==> config.mk <==
export PLATFORM = sky130hd
export DESIGN_NAME = seq_alu
export DESIGN_NICKNAME = d
export VERILOG_FILES = /design/src/rtl/seq_alu.sv
export SDC_FILE = /design/constraint.sdc
export NUM_CORES = 1
export LEC_CHECK = 0
export CAP_MARGIN = 20
export CORE_ASPECT_RATIO = 2
export CORE_MARGIN = 4
export CORE_UTILIZATION = 43
export CTS_BUF_LIST = sky130_fd_sc_hd__clkbuf_16
export CTS_CLUSTER_SIZE = 14
export DETAILED_ROUTE_END_ITERATION = 6
export SYNTH_ARGS = -nofsm -noshare
export SYNTH_HDL_FRONTEND = slang
export SYNTH_SLANG_ARGS = --single-unit
==> constraint.sdc <==
create_clock -name clk -period 8.2 [get_ports clk]
set_clock_uncertainty 0.05 [all_clocks]
set_input_delay 2.05 -clock clk [delete_from_list [all_inputs] [get_ports clk]]
set_output_delay 2.05 -clock clk [all_outputs]
set_load 0.02 [all_outputs]
==> src/rtl/seq_alu.sv <==
`default_nettype none
// ============================================================================
//  Module   : seq_alu
//  Purpose  : Sequential ALU with an IDLE -> EXEC -> DONE handshake.
//             Single-cycle ops: ADD, SUB, AND, CMP.
//             Iterative ops:    SRL, SLL, SRA shift one bit per EXEC cycle.
//                               MUL is a W-cycle shift-add.
//  Revision : 1.0 - initial release
// ----------------------------------------------------------------------------
//  Ports
//    clk            in   clock; all state changes on the rising edge
//    rst_n          in   asynchronous active-low reset
//    start          in   request an operation; sampled only in IDLE
//    op             in   opcode, sampled with start
//    ra_in, rb_in   in   operands, sampled with start
//    busy           out  high while the FSM is in EXEC
//    done           out  single-cycle pulse while the FSM is in DONE
//    res_out        out  result word (low half of the product for MUL)
//    car_out        out  carry/borrow/shift-out bit, or high half of product
//    zero           out  res_out == 0
//    jump           out  CMP found equal operands
// ============================================================================
module seq_alu #(
    parameter int REG_WIDTH = 8,
    parameter int OP_WIDTH  = 3
) (
    input  logic                 clk,
    input  logic                 rst_n,
    input  logic                 start,
    input  logic [OP_WIDTH-1:0]  op,
    input  logic [REG_WIDTH-1:0] ra_in,
    input  logic [REG_WIDTH-1:0] rb_in,
    output logic                 busy,
    output logic                 done,
    output logic [REG_WIDTH-1:0] res_out,
    output logic [REG_WIDTH-1:0] car_out,
    output logic                 zero,
    output logic                 jump
);

    // Counter must be able to hold W itself (the clamped shift count).
    localparam int CW = $clog2(REG_WIDTH + 1);

    localparam logic [OP_WIDTH-1:0] OP_ADD = OP_WIDTH'(0);
    localparam logic [OP_WIDTH-1:0] OP_SUB = OP_WIDTH'(1);
    localparam logic [OP_WIDTH-1:0] OP_AND = OP_WIDTH'(2);
    localparam logic [OP_WIDTH-1:0] OP_SRL = OP_WIDTH'(3);
    localparam logic [OP_WIDTH-1:0] OP_SLL = OP_WIDTH'(4);
    localparam logic [OP_WIDTH-1:0] OP_SRA = OP_WIDTH'(5);
    localparam logic [OP_WIDTH-1:0] OP_MUL = OP_WIDTH'(6);
    localparam logic [OP_WIDTH-1:0] OP_CMP = OP_WIDTH'(7);

    localparam logic [CW-1:0]        CNT_W   = CW'(REG_WIDTH);
    localparam logic [CW-1:0]        CNT_ONE = CW'(1);
    localparam logic [REG_WIDTH:0]   W_EXT   = (REG_WIDTH + 1)'(REG_WIDTH);

    typedef enum logic [1:0] {
        S_IDLE = 2'd0,
        S_EXEC = 2'd1,
        S_DONE = 2'd2
    } state_t;

    state_t                 state_q;
    logic [OP_WIDTH-1:0]    op_q;
    logic [REG_WIDTH-1:0]   a_q;     // operand A / multiplicand
    logic [REG_WIDTH-1:0]   b_q;     // operand B / multiplier, then product low half
    logic [REG_WIDTH-1:0]   w_q;     // shift value, or product high half
    logic                   c_q;     // last bit shifted out
    logic [CW-1:0]          cnt_q;   // remaining EXEC iterations
    logic                   busy_q;
    logic                   done_q;
    logic [REG_WIDTH-1:0]   res_q;
    logic [REG_WIDTH-1:0]   car_q;
    logic                   zero_q;
    logic                   jump_q;

    // ------------------------------------------------------------------
    // Iteration count loaded at start: clamped shift amount, W for MUL,
    // otherwise a single EXEC cycle.
    // ------------------------------------------------------------------
    logic          is_shift_in;
    logic [CW-1:0] cnt_load;

    always_comb begin
        is_shift_in = (op == OP_SRL) || (op == OP_SLL) || (op == OP_SRA);
        cnt_load    = CNT_ONE;
        if (is_shift_in) begin
            if ({1'b0, rb_in} >= W_EXT) begin
                cnt_load = CNT_W;
            end else begin
                cnt_load = CW'(rb_in);
            end
        end else if (op == OP_MUL) begin
            cnt_load = CNT_W;
        end
    end

    // ------------------------------------------------------------------
    // One EXEC iteration. A zero shift count leaves the value untouched,
    // which gives the "n=0 returns ra" behaviour with a single EXEC cycle.
    // MUL adds the multiplicand into the high half when the multiplier LSB
    // is set, then shifts the {carry, high, low} triple right by one.
    // ------------------------------------------------------------------
    logic [REG_WIDTH:0]   mul_sum;
    logic [REG_WIDTH-1:0] step_w;
    logic [REG_WIDTH-1:0] step_b;
    logic                 step_c;

    always_comb begin
        mul_sum = {1'b0, w_q} + (b_q[0] ? {1'b0, a_q} : {(REG_WIDTH + 1){1'b0}});
        step_w  = w_q;
        step_b  = b_q;
        step_c  = c_q;
        case (op_q)
            OP_SRL: begin
                if (cnt_q != '0) begin
                    step_w = w_q >> 1;
                    step_c = w_q[0];
                end
            end
            OP_SLL: begin
                if (cnt_q != '0) begin
                    step_w = w_q << 1;
                    step_c = w_q[REG_WIDTH-1];
                end
            end
            OP_SRA: begin
                if (cnt_q != '0) begin
                    step_w = $signed(w_q) >>> 1;
                    step_c = w_q[0];
                end
            end
            OP_MUL: begin
                step_w = mul_sum[REG_WIDTH:1];
                step_b = {mul_sum[0], b_q[REG_WIDTH-1:1]};
            end
            default: begin
            end
        endcase
    end

    // ------------------------------------------------------------------
    // Final result, evaluated during the last EXEC cycle and captured on
    // the transition into DONE.
    // ------------------------------------------------------------------
    logic [REG_WIDTH:0]   add_sum;
    logic [REG_WIDTH-1:0] diff;
    logic [REG_WIDTH-1:0] res_d;
    logic [REG_WIDTH-1:0] car_d;
    logic                 jump_d;

    always_comb begin
        add_sum = {1'b0, a_q} + {1'b0, b_q};
        diff    = a_q - b_q;
        res_d   = '0;
        car_d   = '0;
        jump_d  = 1'b0;
        case (op_q)
            OP_ADD: begin
                res_d = add_sum[REG_WIDTH-1:0];
                car_d = {{(REG_WIDTH-1){1'b0}}, add_sum[REG_WIDTH]};
            end
            OP_SUB: begin
                res_d = diff;
                car_d = {{(REG_WIDTH-1){1'b0}}, (a_q < b_q)};
            end
            OP_AND: begin
                res_d = a_q & b_q;
            end
            OP_SRL, OP_SLL, OP_SRA: begin
                res_d = step_w;
                car_d = {{(REG_WIDTH-1){1'b0}}, step_c};
            end
            OP_MUL: begin
                res_d = step_b;
                car_d = step_w;
            end
            OP_CMP: begin
                res_d  = diff;
                jump_d = (a_q == b_q);
            end
            default: begin
            end
        endcase
    end

    // ------------------------------------------------------------------
    // Control FSM with registered outputs.
    // ------------------------------------------------------------------
    always_ff @(posedge clk or negedge rst_n) begin
        if (!rst_n) begin
            state_q <= S_IDLE;
            op_q    <= '0;
            a_q     <= '0;
            b_q     <= '0;
            w_q     <= '0;
            c_q     <= 1'b0;
            cnt_q   <= '0;
            busy_q  <= 1'b0;
            done_q  <= 1'b0;
            res_q   <= '0;
            car_q   <= '0;
            zero_q  <= 1'b0;
            jump_q  <= 1'b0;
        end else begin
            case (state_q)
                S_IDLE: begin
                    done_q <= 1'b0;
                    if (start) begin
                        op_q    <= op;
                        a_q     <= ra_in;
                        b_q     <= rb_in;
                        // Product high half starts cleared; shifts work on ra.
                        w_q     <= (op == OP_MUL) ? '0 : ra_in;
                        c_q     <= 1'b0;
                        cnt_q   <= cnt_load;
                        busy_q  <= 1'b1;
                        state_q <= S_EXEC;
                    end
                end
                S_EXEC: begin
                    w_q <= step_w;
                    b_q <= step_b;
                    c_q <= step_c;
                    if (cnt_q > CNT_ONE) begin
                        cnt_q <= cnt_q - CNT_ONE;
                    end else begin
                        cnt_q   <= '0;
                        busy_q  <= 1'b0;
                        done_q  <= 1'b1;
                        res_q   <= res_d;
                        car_q   <= car_d;
                        zero_q  <= (res_d == '0);
                        jump_q  <= jump_d;
                        state_q <= S_DONE;
                    end
                end
                S_DONE: begin
                    // A start seen here is dropped, not queued.
                    done_q  <= 1'b0;
                    state_q <= S_IDLE;
                end
                default: begin
                    busy_q  <= 1'b0;
                    done_q  <= 1'b0;
                    state_q <= S_IDLE;
                end
            endcase
        end
    end

    assign busy    = busy_q;
    assign done    = done_q;
    assign res_out = res_q;
    assign car_out = car_q;
    assign zero    = zero_q;
    assign jump    = jump_q;

endmodule
`default_nettype wire

# --- Word-level counts from Yosys, hierarchy flattened ---
# Index checks and enable logic that the tools add are counted.
# Widths: inputs -> output; s select.
totals:
  reg_bits: 54
  word_cells: 87
  output_inout_bits: 20
  in_bits: 22
op_classes:
  bitwise_logic: 3
  n_reduce_logical: 15
  n_mux: 33
  eq_ne: 16
  addsub: 4
  n_lt_le_gt_ge: 3
op_table:
  columns: ["op", "n"]
  rows:
  - ["$pmux 8 s4", 2]
  - ["$mux 8", 7]
  - ["$pmux 8 s5", 1]
  - ["$pmux 8 s2", 2]
  - ["$eq 3x3->1 const B", 7]
  - ["$mux 4", 5]
  - ["$add 8x8->9", 2]
  - ["$eq 3x2->1 const B", 3]
  - ["$and 8x8->8", 1]
  - ["$eq 8x8->1", 1]
  - ["$ge 8x4->1 const B", 1]
  - ["$logic_not 8->1", 1]
  - ["$lt 8x8->1", 1]
  - ["$mux 1", 8]
  - ["$pmux 4 s2", 1]
  - ["$reduce_and 2->1", 4]
  - ["$sub 8x8->8", 1]
  - ["$mux 7", 1]
  - ["$gt 4x1->1 const B", 1]
  - ["$mux 2", 2]
  - ["$ne 2x2->1 const B", 2]
  - ["$pmux 1 s2", 2]
  - ["$pmux 2 s2", 1]
  - ["$reduce_bool 4->1", 1]
  - ["13 further kinds", 16]

# --- Depth between registers and ports, before layout ---
# Gate-level depths: netlist (run 1).
depth:
  depth_word: 6
  depth_mapped: 11
  depth_no_buf: 11

# --- Worst setup path before layout (run 1) ---
# OpenSTA, ideal clock, no wires.
synth_timing:
  path_type: "input to register"
  startpoint: "input port rb_in[5]"
  endpoint: "register cnt_q[3]"
  arrival_time_ns: 3.370
  stages: 7
  path_slack_ns: 4.647
  setup_ns: 0.134
  path_cell_list: "or4_1 > nor2_1 > nor2_1 > mux2_2 > a21oi_1 > o32a_1 > o22ai_1"
synth_via:
  elab_chain_len: 5
synth_lines:
  columns: ["element", "line_no", "rtl"]
  rows:
  - ["from (decl)", "32", "input logic [REG_WIDTH-1:0] rb_in,"]
  - ["$ge 8x4->1", "88", "if ({1'b0, rb_in} >= W_EXT) begin"]
  - ["$mux 4", "88", null]
  - ["$mux 4", "87", "if (is_shift_in) begin"]
  - ["$mux 4", "209", "if (start) begin"]
  - ["$pmux 4 s2", "206", "case (state_q)"]
  - ["to (signal assigned)", "216", "cnt_q <= cnt_load;"]
  - ["to (signal assigned)", "226", "cnt_q <= cnt_q - CNT_ONE;"]
  - ["to (decl)", "69", "logic [CW-1:0] cnt_q;"]
# Every way passes these cells. The select of a mux whose other input is x is not followed.
# A chain may end at the register's enable or synchronous reset.

# --- Worst setup path after layout (run 1) ---
# Same ends and word-level chain as after synthesis.

==> results of run 1 <==
## cells by family after synthesis
| kind of cell | share of synthesized area |
|---|---|
| AOI/OAI and AO/OA | 0.2431 |
| DFF | 0.3217 |
| xor gates and xnor gates | 0.01668 |
| buffers and inverters | 0.06583 |
| and+or+nand+nor | 0.2064 |
| muxes | 0.05451 |
| adders and majority gates | 0.09175 |
## registers in the layout, indices dropped and copies added, names as in the netlist, 2 cells and up
name	flops
car_out	8
state_q	2
res_out	8
b_q	8
a_q	8
cnt_q	4
op_q	3
w_q	8
## per-stage QoR
| stage | worst slack (ns) | cells |
|---|---|---|
| after global routing | 4.200 | 654 |
| final | 4.301 | 654 |
| after global placement | 3.995 | 646 |
| after floorplan | 4.647 | 494 |
| after CTS | 4.299 | 654 |
| after detailed placement | 3.985 | 646 |
## worst max-delay path, cell delays in order
cell	delay (ns)
clkdlybuf4s50_1	0.43
or4_1	0.60
nor2_1	0.25
nor2_1	0.06
mux2_2	0.26
a21oi_1	0.15
o32a_1	0.16
o22ai_1	0.07
## cells in the final DEF (no fill, tap or decap), types with 7 or more instances in the layout
| cell type | instances |
|---|---|
| nand2_1 | 60 |
| dfrtp_1 | 54 |
| clkdlybuf4s50_1 | 40 |
| nor2_1 | 35 |
| inv_1 | 34 |
| o21ai_0 | 31 |
| a21oi_1 | 28 |
| ha_1 | 26 |
| mux2_2 | 14 |
| and2_1 | 11 |
| nor3_1 | 9 |
| nand3_1 | 9 |
| a22oi_1 | 9 |
| nor2b_1 | 8 |
| buf_4 | 8 |
| nand2b_1 | 7 |
| o211ai_1 | 7 |
| a222oi_1 | 7 |
## path summary, 6_finish.rpt
kind	to	slack [ns]	cells past startpoint
max	cnt_q[3]	4.30	8
min	res_out[2]	0.42	2
max reg2reg	zero	5.14	8
min reg2reg	res_out[2]	0.42	2
max in group asynchronous	op_q[1]	5.81	2
min in group asynchronous	res_out[4]	1.84	2
## final cells by class
| cell class | count | share of cell area |
|---|---|---|
| multi-input cells | 378 | 0.5337 |
| repair buffers | 49 | 0.09657 |
| clock buffers | 5 | 0.02596 |
| well taps | 130 | 0.03375 |
| flip-flops and latches | 54 | 0.2804 |
| clock inverters | 3 | 0.002336 |
| inverters | 35 | 0.02726 |
## report_power, final
part / total [mW] / internal (mW) / switching (mW)
logic: 1.46 / 0.592 / 0.867
clock network: 0.208 / 0.110 / 0.0971
registers: 0.528 / 0.382 / 0.146
total: 2.19 / 1.08 / 1.11
## routing by layer
metal	vias up	wire (µm)	GRT usage
met5	-	0	0
met4	0	834	0.1417
met3	41	473	0.02439
met2	129	6701	0.4046
met1	1889	4727	0.2532
li1	1853	-	-
==> metrics.md, run 1 <==
| Metric | Value |
|---|---|
| Status | completed |
| Leakage Power | 2.122 nW |
| Global route total overflow | 0 |
| Setup-failing EPs final | 0 |
| Worst flop-to-flop path startpoint | a_q[2] |
| Hold_sp | res_out[2] |
| Top post-synthesis cells by count | nand2_1 (60), dfrtp_1 (54), nor2_1 (35) |
| Largest net degree at the start of global routing | 55 |
| Mapped Avg Cell Area | 8.503 µm² |
| Clock buffer depth | 2 |
| Max H-tree Level | 2 |
| DP Wirelength | 9.637 mm |
| Mapped Area | 0.004200 mm² |
| Post-synth top flop | dfrtp_1 |
| Max-cap check violation count | 0 |
| CP Capture Type | flip-flop |
| Area Overhead vs Synth | 14.75% |
| Initial DRC count | 337 |
| Detailed-route via count | 3912 |
| CTS tree | done |
| Most common cell in the netlist | nand2_1 |
| Worst-Margin Slew | 0.9654 ns |
| Drt pass-1 iters | 5 |
| Seq/Total Area, Yosys | 0.3217 |
| Critical Path RT | 8.33 ns |
| Worst setup path start | rb_in[5] |
| Min-delay worst type | flip-flop to flip-flop |
| FF+latch area | 0.001351 mm² |
| Fin crit period | 3.899 ns |
| Fin. max-slew vios | 0 |
| Post-synth ARST share | 1.000 |
| Vias in the first global route | 3931 |
| Fin nets | 574 |
| Global-route wire length before repair | 20.42 mm |
| Min Hold Slack | 0.4205 ns |
| Period utilization | 0.4754 |
| DP Area | 0.004683 mm² |
| Clk slew on worst S/H paths | 0.07 ns |
| Std-Cell Core Area | 0.009447 mm² |
| Worst EP arrival | 4.03 ns |
| Hold-fix buffers, CTS | 0 |
| Initial Utilization | 0.4446 |
| Total CTS buffers | 5 |
| Die ar. | 0.01151 mm² |
| Post-CTS setup buffers | 0 |
| FF+latch count, synth | 54 |
| Count of final hold-check violations | 0 |
| Share of post-route cells with drive strength above 1 | 0.07252 |
| Crit-path max FO | 3 |
| Max transition margin | 0.3564 |
| Area of the multi-input gates | 0.002572 mm² |
| Top cells by area, synth | dfrtp_1 (32%), ha_1 (7.7%), nand2_1 (5.4%) |
| Ports | 42 |
| Clock sink count | 54 |
| Synth cell types | 70 |
| Fin util | 0.5102 |
| PostCTS Resize Cnt | 0 |
| Share of the synthesized area in the top cell type | 0.3217 |
| CP Launch Type | input pin |
| Wirelength per Cell | 19.47 µm |
| Die H | 147.8 µm |
| Largest area contributor in the netlist | dfrtp_1 |
| VDD IR max | 0.0002472 V |
| Vias/cell | 5.982 |
| Ys Warns | 0 |
| Post-route cell area | 0.004820 mm² |
| Synth Net Count | 545 |
| Fillers | 939 |
| Power Total | 2.194 mW |
| Pwr/cell area | 455.3 mW/mm² |
| Post-synth EDFFs | 0 |
| N_diodes | 0 |
| All-Layer GR Usage | 0.2274 |
| Final WL | 12.74 mm |
| Synth Instances | 494 |
| Final GP Congestion | 0.9179 |
| Root Buffer | clkbuf_16 |
| Final TNS setup | 0 ns |
| Cell row count | 50 |
| Post-route ant nets | 0 |
| I/O Buffers | 41 |
| Unrepaired setup endpoints after global routing | no |
| Initial antenna violation count | 0 |
| Fmax | 256.5 MHz |
| Clk_lat worst skew | 0.30 ns |
| Kind of critical path | input pin to flip-flop |
| Drt drc | 0 |
| Chip width | 77.89 µm |
Power figures use the tool's default switching activity.
==> run 2, diff against run 1 <==
--- a/config.mk
+++ b/config.mk
@@ -12,6 +12,7 @@
 export CTS_BUF_LIST = sky130_fd_sc_hd__clkbuf_16
 export CTS_CLUSTER_SIZE = 14
 export DETAILED_ROUTE_END_ITERATION = 6
+export PLACE_DENSITY = 0.65
 export SYNTH_ARGS = -nofsm -noshare
 export SYNTH_HDL_FRONTEND = slang
 export SYNTH_SLANG_ARGS = --single-unit
==> constraint.sdc (replaced) <==
create_clock -name clk -period 3.3 [get_ports clk]
set_clock_uncertainty 0.05 [all_clocks]
set_input_delay 0.825 -clock clk [delete_from_list [all_inputs] [get_ports clk]]
set_output_delay 0.825 -clock clk [all_outputs]
set_load 0.02 [all_outputs]
==> run 2 against run 1 <==
  * Combinational power grew to 2.5 times the previous value
  * Critical endpoint is now zero
  * Worst hold slack gained 0.0024 ns
  * Non-clock buffer count grew 10
  * Utilization grew 0.79 points
  * Clock power grew to 2.5 times the previous value
  * Routed wire length grew 4.0%
  * Die area is the same
  * Via count grew 1.0%
  * Flip-flop and latch count is the same
  * Setup slack lost 4.0 ns
  * Global-route usage grew 1.2 points
==> metrics.md, run 2 (synthesized netlist as in run 1, its figures left out) <==
| Metric | Value |
|---|---|
| Status | completed |
| DP Area | 0.004758 mm² (+1.6%) |
| Global route total overflow | 0 (unchanged) |
| N_diodes | 0 (unchanged) |
| Root Buffer | clkbuf_16 |
| Worst EP arrival | 3.15 ns (-0.88 ns) |
| Final TNS setup | 0 ns (unchanged) |
| Clock buffer depth | 2 (unchanged) |
| Final GP Congestion | 0.9845 (+7.3%) |
| Leakage Power | 2.170 nW (+2.3%) |
| Clk_lat worst skew | 0.30 ns (about the same) |
| Chip width | 77.89 µm (unchanged) |
| Pwr/cell area | 1139 mW/mm² (+150%) |
| Max transition margin | 0.4701 (+0.1136) |
| Cell row count | 50 (unchanged) |
| Setup slack after layout | 0.3371 ns (-3.964 ns) |
| Unrepaired setup endpoints after global routing | no |
| Fillers | 915 (-2.6%) |
| Post-CTS setup buffers | 0 (unchanged) |
| Initial antenna violation count | 0 (unchanged) |
| Hold_sp | res_out[2] |
| Vias/cell | 5.950 (-0.52%) |
| CP Capture Type | flip-flop |
| Global-route wire length before repair | 21.22 mm (+4.0%) |
| I/O Buffers | 41 (unchanged) |
| Initial Utilization | 0.4446 (unchanged) |
| Drt drc | 0 (unchanged) |
| Detailed-route via count | 3951 (+1.0%) |
| Total CTS buffers | 5 (unchanged) |
| Post-route ant nets | 0 (unchanged) |
| Area Overhead vs Synth | 16.53% |
| Placement Setup Slack | 0.3635 ns (-3.621 ns) |
| Fin crit period | 2.963 ns |
| Die H | 147.8 µm (unchanged) |
| DP Wirelength | 10.61 mm (+10%) |
| Most common library cell in the layout ignoring fill and taps | nand2_1 |
| Clk slew on worst S/H paths | 0.07 ns (about the same) |
| Hold-fix buffers, CTS | 0 (unchanged) |
| Setup-failing EPs final | 0 (unchanged) |
| Max H-tree Level | 2 (unchanged) |
| Crit-path max FO | 7 (+4) |
| Max-cap check violation count | 0 (unchanged) |
| Worst flop-to-flop path startpoint | b_q[1] |
| CP Launch Type | flip-flop |
| Kind of critical path | flip-flop to flip-flop |
| Worst setup path start | b_q[1] |
| Count of final hold-check violations | 0 (unchanged) |
| All-Layer GR Usage | 0.2392 (+0.01181) |
| Die ar. | 0.01151 mm² (unchanged) |
| Post-route cell area | 0.004895 mm² (+1.6%) |
| Largest net degree at the start of global routing | 27 (-51%) |
| Most frequent cells in the layout | nand2_1 (60), dfrtp_1 (54), clkdlybuf4s50_1 (40) |
| Drt pass-1 iters | 4 (-1) |
| Clock sink count | 54 (unchanged) |
| Critical Path RT | 3.49 ns (-4.84 ns) |
| Fmax | 337.5 MHz |
| Fin nets | 584 (+1.7%) |
| Wirelength per Cell | 19.96 µm (+2.5%) |
| PostCTS Resize Cnt | 0 (unchanged) |
| Std-Cell Core Area | 0.009447 mm² (unchanged) |
| CTS tree | done |
| Share of post-route cells with drive strength above 1 | 0.08989 (+0.01737) |
| Worst-Margin Slew | 0.7949 ns (-0.1705 ns) |
| Fin util | 0.5181 (+0.007947) |
| VDD IR max | 0.0005821 V (+140%) |
| Ports | 42 (unchanged) |
| Fin. max-slew vios | 0 (unchanged) |
| Period utilization | 0.8979 |
| Vias in the first global route | 3998 (+1.7%) |
| Min-delay worst type | flip-flop to flip-flop |
| Final WL | 13.25 mm (+4.0%) |
| Initial DRC count | 293 (-13%) |
## run 2: area by class of cell
type,instances,area (µm²),share of cell area
clock buffers,5,125.1,0.02556
well taps,130,162.7,0.03323
clock inverters,3,11.26,0.002301
inverters,35,131.4,0.02684
multi-input cells,378,2572,0.5256
flip-flops and latches,54,1351,0.2761
repair buffers,59,540.5,0.1104
## run 2: final timing paths
| check | depth (start not counted) | slack (ns) | to |
|---|---|---|---|
| max in group asynchronous | 2 | 2.07 | op_q[2] |
| hold / removal | 2 | 0.42 | res_out[2] |
| min in group asynchronous | 1 | 0.48 | a_q[2] |
| setup / recovery | 9 | 0.34 | zero |
| setup reg to reg | 9 | 0.34 | zero |
| hold reg to reg | 2 | 0.42 | res_out[2] |
## run 2: metal layers
| layer | up-vias | global-route usage | routed length, µm |
|---|---|---|---|
| met1 | 1904 | 0.2475 | 4619 |
| li1 | 1877 | - | - |
| met3 | 44 | 0.02805 | 565 |
| met5 | - | 0 | 0 |
| met4 | 0 | 0.1791 | 1059 |
| met2 | 126 | 0.4304 | 7006 |
## run 2: per-stage QoR
step                      power, mW  hold WS (ns)  cells
final                         5.573        0.4229    664
after global placement        4.989        0.4086    656
after CTS                     5.576        0.4291    664
after detailed placement      5.041        0.4123    656
after global routing          6.035        0.4546    664
after floorplan               3.867        0.4260    494
## run 2: worst max-delay path, cell delays in order, from the launching register on
cell and delay [ns]:
dfrtp_1 0.52, inv_1 0.08, ha_1 0.33, or3b_2 0.47, nand3_1 0.12, mux2i_1 0.19, o211ai_1 0.13, or4_1 0.55
a311oi_1 0.24, a32o_2 0.21
## run 2: report_power, final
group	internal, mW	switching, mW
sequential	0.950	0.419
clock	0.274	0.245
combinational	1.54	2.14
total	2.76	2.81
